`src/rtl/keypad_scan_ctrl.sv`:
```
// 4x4 keypad scanner: drives columns active-low in turn, builds a per-frame
// result, debounces it across frames and hands press events to a one-entry buffer.
module keypad_scan_ctrl #(
    parameter int SCAN_TICKS      = 50000,
    parameter int DEBOUNCE_FRAMES = 4
) (
    input  logic       clk,
    input  logic       rst_n,
    input  logic [3:0] row,
    output logic [3:0] col,
    output logic       key_valid,
    output logic [3:0] key_code,
    input  logic       key_ready,
    output logic       key_held,
    output logic       overflow
);
    localparam int TW = (SCAN_TICKS > 1) ? $clog2(SCAN_TICKS) : 1;
    localparam int CW = $clog2(DEBOUNCE_FRAMES + 1);
    localparam logic [TW-1:0] TICK_LAST = TW'(SCAN_TICKS - 1);
    localparam logic [CW-1:0] CNT_MAX   = CW'(DEBOUNCE_FRAMES);

    typedef enum logic [1:0] {R_NONE, R_ONE, R_MULTI} res_kind_t;
    typedef enum logic {S_NONE, S_ONE} stable_t;

    function automatic logic [3:0] keymap(input logic [3:0] idx);
        logic [3:0] code;
        case (idx)
            4'd0:  code = 4'h1;  4'd1:  code = 4'h4;  4'd2:  code = 4'h7;  4'd3:  code = 4'h0;
            4'd4:  code = 4'h2;  4'd5:  code = 4'h5;  4'd6:  code = 4'h8;  4'd7:  code = 4'hF;
            4'd8:  code = 4'h3;  4'd9:  code = 4'h6;  4'd10: code = 4'h9;  4'd11: code = 4'hE;
            4'd12: code = 4'hA;  4'd13: code = 4'hB;  4'd14: code = 4'hC;  default: code = 4'hD;
        endcase
        return code;
    endfunction

    logic [3:0] row_s1, row_s2;
    logic [TW-1:0] tick;
    logic [1:0] col_idx;
    logic slot_end;

    always_ff @(posedge clk or negedge rst_n) begin
        if (!rst_n) begin
            row_s1  <= 4'hF;
            row_s2  <= 4'hF;
            tick    <= '0;
            col_idx <= 2'd0;
        end else begin
            row_s1 <= row;
            row_s2 <= row_s1;
            tick   <= slot_end ? '0 : tick + 1'b1;
            if (slot_end) col_idx <= col_idx + 2'd1;
        end
    end

    assign slot_end = (tick == TICK_LAST);
    assign col      = ~(4'b1000 >> col_idx);

    // Per-slot decode, merged into a running frame count that saturates at 2 (MULTI).
    logic [3:0] low, slot_code, base_code, merged_code, acc_code;
    logic [1:0] slot_cnt, row_sel, base_cnt, merged_cnt, acc_cnt;
    logic [2:0] sum_cnt;

    always_comb begin
        low = ~row_s2;
        case (low)
            4'b0000:                            slot_cnt = 2'd0;
            4'b0001, 4'b0010, 4'b0100, 4'b1000: slot_cnt = 2'd1;
            default:                            slot_cnt = 2'd2;
        endcase
        if (low[3])      row_sel = 2'd0;
        else if (low[2]) row_sel = 2'd1;
        else if (low[1]) row_sel = 2'd2;
        else             row_sel = 2'd3;
        slot_code   = keymap({col_idx, row_sel});
        base_cnt    = (col_idx == 2'd0) ? 2'd0 : acc_cnt;
        base_code   = (col_idx == 2'd0) ? 4'h0 : acc_code;
        sum_cnt     = {1'b0, base_cnt} + {1'b0, slot_cnt};
        merged_cnt  = (sum_cnt >= 3'd2) ? 2'd2 : sum_cnt[1:0];
        merged_code = (base_cnt == 2'd0) ? slot_code : base_code;
    end

    logic frame_done;

    always_ff @(posedge clk or negedge rst_n) begin
        if (!rst_n) begin
            acc_cnt    <= 2'd0;
            acc_code   <= 4'h0;
            frame_done <= 1'b0;
        end else begin
            if (slot_end) begin
                acc_cnt  <= merged_cnt;
                acc_code <= merged_code;
            end
            frame_done <= slot_end && (col_idx == 2'd3);
        end
    end

    // Debounce: acc_* holds the finished frame during the frame_done cycle.
    res_kind_t res_kind, prev_kind;
    logic [3:0] prev_code, stable_code, stable_code_d, ev_code;
    logic [CW-1:0] db_cnt, cnt_next;
    logic same, ev_next, ev_pend;
    stable_t state_q, state_d;

    always_comb begin
        case (acc_cnt)
            2'd0:    res_kind = R_NONE;
            2'd1:    res_kind = R_ONE;
            default: res_kind = R_MULTI;
        endcase
        same     = (res_kind == prev_kind) && ((res_kind != R_ONE) || (acc_code == prev_code));
        cnt_next = same ? ((db_cnt == CNT_MAX) ? CNT_MAX : db_cnt + 1'b1) : CW'(1);
    end

    always_ff @(posedge clk or negedge rst_n) begin
        if (!rst_n) begin
            state_q     <= S_NONE;
            stable_code <= 4'h0;
            prev_kind   <= R_NONE;
            prev_code   <= 4'h0;
            db_cnt      <= '0;
            ev_pend     <= 1'b0;
            ev_code     <= 4'h0;
        end else begin
            state_q     <= state_d;
            stable_code <= stable_code_d;
            ev_pend     <= ev_next;
            ev_code     <= stable_code_d;
            if (frame_done) begin
                prev_kind <= res_kind;
                prev_code <= acc_code;
                db_cnt    <= cnt_next;
            end
        end
    end

    // MULTI never becomes stable; it only restarts the count via cnt_next.
    always_comb begin
        state_d       = state_q;
        stable_code_d = stable_code;
        ev_next       = 1'b0;
        if (frame_done && (cnt_next == CNT_MAX)) begin
            case (res_kind)
                R_NONE: state_d = S_NONE;
                R_ONE: begin
                    if ((state_q == S_NONE) || (acc_code != stable_code)) begin
                        state_d       = S_ONE;
                        stable_code_d = acc_code;
                        ev_next       = 1'b1;
                    end
                end
                default: ;
            endcase
        end
    end

    always_comb begin
        key_held = (state_q == S_ONE);
    end

    // valid/ready: an event transfers on a cycle with key_valid & key_ready;
    // key_valid/key_code hold until then, and a new event arriving while the
    // buffer is full and not being accepted is dropped with an overflow pulse.
    always_ff @(posedge clk or negedge rst_n) begin
        if (!rst_n) begin
            key_valid <= 1'b0;
            key_code  <= 4'h0;
            overflow  <= 1'b0;
        end else begin
            overflow <= 1'b0;
            if (ev_pend) begin
                if (!key_valid || key_ready) begin
                    key_valid <= 1'b1;
                    key_code  <= ev_code;
                end else begin
                    overflow <= 1'b1;
                end
            end else if (key_valid && key_ready) begin
                key_valid <= 1'b0;
            end
        end
    end
endmodule

```
`config.mk`:
```
export PLATFORM = sky130hd
export DESIGN_NAME = keypad_scan_ctrl
export DESIGN_NICKNAME = d
export VERILOG_FILES = /design/src/rtl/keypad_scan_ctrl.sv
export SDC_FILE = /design/constraint.sdc
export NUM_CORES = 1
export LEC_CHECK = 0
export ABC_AREA = 1
export CORE_UTILIZATION = 50
export CTS_BUF_LIST = sky130_fd_sc_hd__clkbuf_4
export DETAILED_ROUTE_END_ITERATION = 8
export PLACE_DENSITY = 0.7
export SYNTH_ARGS = -nofsm -noshare
export SYNTH_HDL_FRONTEND = slang
export SYNTH_SLANG_ARGS = --single-unit
```
`constraint.sdc`:
```
create_clock -name clk -period 5.5 [get_ports clk]
set_input_delay 0.825 -clock clk [delete_from_list [all_inputs] [get_ports clk]]
set_output_delay 0.825 -clock clk [all_outputs]
set_load 0.005 [all_outputs]
```
==> summary.txt <==
Run status
  – Outcome: finished clean

Yosys
  – Syn Area/Cell: 8.54 um^2
  – Register bit total from synthesis: 54
  – Post-synth ARST share: 1.00
  – Post-Syn Area: 2730 um^2
  – Mux cell area share after synthesis: 0
  – Post-Synth Simple-Gate Area: 0.244
  – Adder-cell share of the synthesized area: 0.0531
  – Top post-synthesis cells by area: dfrtp_1, nand2_1, dfstp_2
  – Top-count cell post-synth: nand2_1
  – Most instantiated cells after synthesis: nand2_1, inv_1, dfrtp_1
  – EDFF count, synth: 0
  – Post-synthesis compound-gate area fraction: 0.100
  – Synth unique cells: 36
  – Yosys top cell area share: 0.421
  – Xor and xnor fraction of the mapped netlist area: 0.0288
  – Prevailing post-synth register cell: dfrtp_1
  – Main combinational cell family by area after synthesis: simple AND/OR/NAND/NOR gates
  – Warnings from Yosys: 0
  – Cell taking the most area after synthesis: dfrtp_1
  – Sequential area share after synthesis: 0.498
  – Cells after Synth: 320
  – Post-Syn Nets: 338

Detailed routing
  – Met3 routed WL: 124 um
  – DRT iter0 DRCs: 110
  – DRT Pass-1 Iters: 4
  – Drt drc: 0
  – DR vias/cell: 4.99
  – Routed via count: 2,072
  – Final ANT Viol Nets: 0
  – Final WL: 4700 um
  – Highest routed layer: met4
  – Routed WL per cell: 11.3 um
  – Routed wl met2: 2310 um
  – Met1 wire length: 2200 um

Worst setup path
  – WP data arrival: 1.77 ns
  – FF-to-FF Start: col_idx[0]
  – CP endpoint kind: output port
  – Critical path class: reg -> out
  – Crit-path max FO: 8
  – Setup crit start kind: register
  – CP required: 4.68 ns
  – FF-to-FF setup slack: 3.50 ns
  – Crit path launch: col_idx[0]
  – Worst R2R Path Depth: 8
  – Setup crit end: col[3]
  – Worst R2R End: acc_cnt[0]

Clock network
  – Post-CTS sizing: 0
  – Setup bufs post-CTS: 0
  – TritonCTS sink count: 54
  – TritonCTS buffer count: 5
  – Reg clk slew, reported paths: 0.15 ns
  – CTS Hold Bufs: 0
  – CTS tree: yes
  – Clock latency on the worst-skew pair: 0.36 ns
  – Root Buffer Master: clkbuf_4
  – H-Tree Depth: 2
  – Longest Clk Path Bufs: 2

Pwr
  – Peak VDD IR: 185 uV
  – Power Density: 208 nW/um^2
  – Leak: 0.00147 uW

STA
  – Part of the cycle the worst path needs: 0.473
  – Worst-Margin Slew: 0.651 ns
  – Tmin final: 2.60 ns
  – Finish-stage setup viols: 0
  – Slew Viols, Final: 0
  – Final Hold Fails: 0
  – RSZ-0062 raised after global routing: false
  – Worst slew margin: 0.566
  – Fin Clk Skew: 0.00554 ns
  – Minimum hold slack: 0.365 ns
  – Fin Setup TNS: 0 ns
  – Fmax: 0.385 GHz

Finish
  – Final #Nets: 362
  – P&R area growth vs syn: 12.2%
  – Ant diodes: 0
  – Share of cells above drive strength 1: 0.110

Global route
  – Total grt overflow: 0
  – Largest net degree at the start of global routing: 55
  – Vias in the first global route: 1,938
  – Overall routing resource usage: 0.183
  – Initial antenna violation count: 0
  – First-pass GRT wire length: 8510 um

Place
  – GPL Wtd Cong: 0.882
  – Buffers on Ports: 17
  – HPWL Detailed: 3550 um

Floorplanning
  – Die height: 75.9 um
  – Core area: 5170 um^2
  – Die X: 75.9 um
  – Core Rows: 26
  – Initial core utilization: 0.529
  – Die ar.: 5770 um^2
  – # IOs: 18

Hold path
  – Worst Hold Class: reg -> reg

Run
  – Number of max-cap violations: 0
==> report_power, final <==
| part | internal (uW) | switching, uW | leakage (uW) |
|---|---|---|---|
| sequential | 402 | 1.38 | 0.000713 |
| combinational | 7.35 | 13.0 | 0.000715 |
| clock | 94.4 | 119 | 0.0000450 |
| total | 504 | 133 | 0.00147 |
==> state kept, by name (all words and copies together) (netlist names), 3 cells and up <==
register   flops
row_s2         4
acc_code       4
row_s1         4
key_code       4
prev_code      4
db_cnt         3
ev_code        4
tick          16
==> cells by family after synthesis <==
kind of cell,after synthesis
DFF,54
and+or+nand+nor,144
buffers and inverters,54
adders and majority gates,11
AOI/OAI and AO/OA,48
xor gates and xnor gates,9
==> how the worst min path moves through the flow <==
stage	startpoint	end	slack, ns	cells past startpoint
floorplan	row_s1[0]	row_s2[0]	0.35	0
global route	row_s1[3]	row_s2[3]	0.37	0
CTS	row_s1[3]	row_s2[3]	0.37	0
global placement	row_s1[0]	row_s2[0]	0.35	0
detailed placement	row_s1[3]	row_s2[3]	0.35	0
finish	row_s1[3]	row_s2[3]	0.37	0
==> worst max-delay path: stages (launching register included) <==
cell	delay (ns)
dfrtp_1	0.51
inv_2	0.12
ha_1	0.25
inv_1	0.06
clkdlybuf4s50_1	0.48
==> layout by cell type (no fill, tap or decap), types with 5 or more instances in the layout <==
master	Yosys	final
dfrtp_1	46	46
o21ai_1	6	6
nand2_2	5	5
clkbuf_4	0	5
nand4_1	5	5
o21ai_0	26	26
xor2_1	8	8
o21bai_1	5	5
nor2_1	32	32
a21oi_1	5	5
nand2_1	70	70
inv_1	49	49
nand3_1	9	9
clkdlybuf4s50_1	0	16
dfstp_2	8	8
ha_1	10	10
==> cell type report <==
| type | instances | area (um^2) |
|---|---|---|
| Multi-Input combinational cell | 212 | 1160 |
| Clock buffer | 5 | 37.5 |
| Inverter | 53 | 204 |
| Clock inverter | 3 | 40.0 |
| Timing Repair Buffer | 18 | 173 |
| Tap cell | 70 | 87.6 |
| Sequential cell | 54 | 1360 |
| Fill cell | 458 | 2100 |
==> routing by layer <==
| metal | track usage | vias to the layer above |
|---|---|---|
| met5 | 0 | - |
| li1 | - | 1066 |
| met2 | 0.307 | 28 |
| met4 | 0.0558 | 0 |
| met3 | 0.0410 | 8 |
| met1 | 0.237 | 970 |
==> through the flow <==
| stage | util | power, uW | cells | setup slack (ns) | cell area (um^2) |
|---|---|---|---|---|---|
| floorplan | - | 418 | 320 | 3.68 | 2730 |
| global route | 0.593 | 668 | 415 | 2.79 | 3070 |
| global placement | 0.578 | 432 | 407 | 3.33 | 2990 |
| detailed placement | 0.578 | 432 | 407 | 3.30 | 2990 |
| CTS | 0.593 | 648 | 415 | 2.87 | 3070 |
| finish | 0.593 | 637 | 415 | 2.90 | 3070 |
No activity file was read; power rests on OpenSTA's default activity.
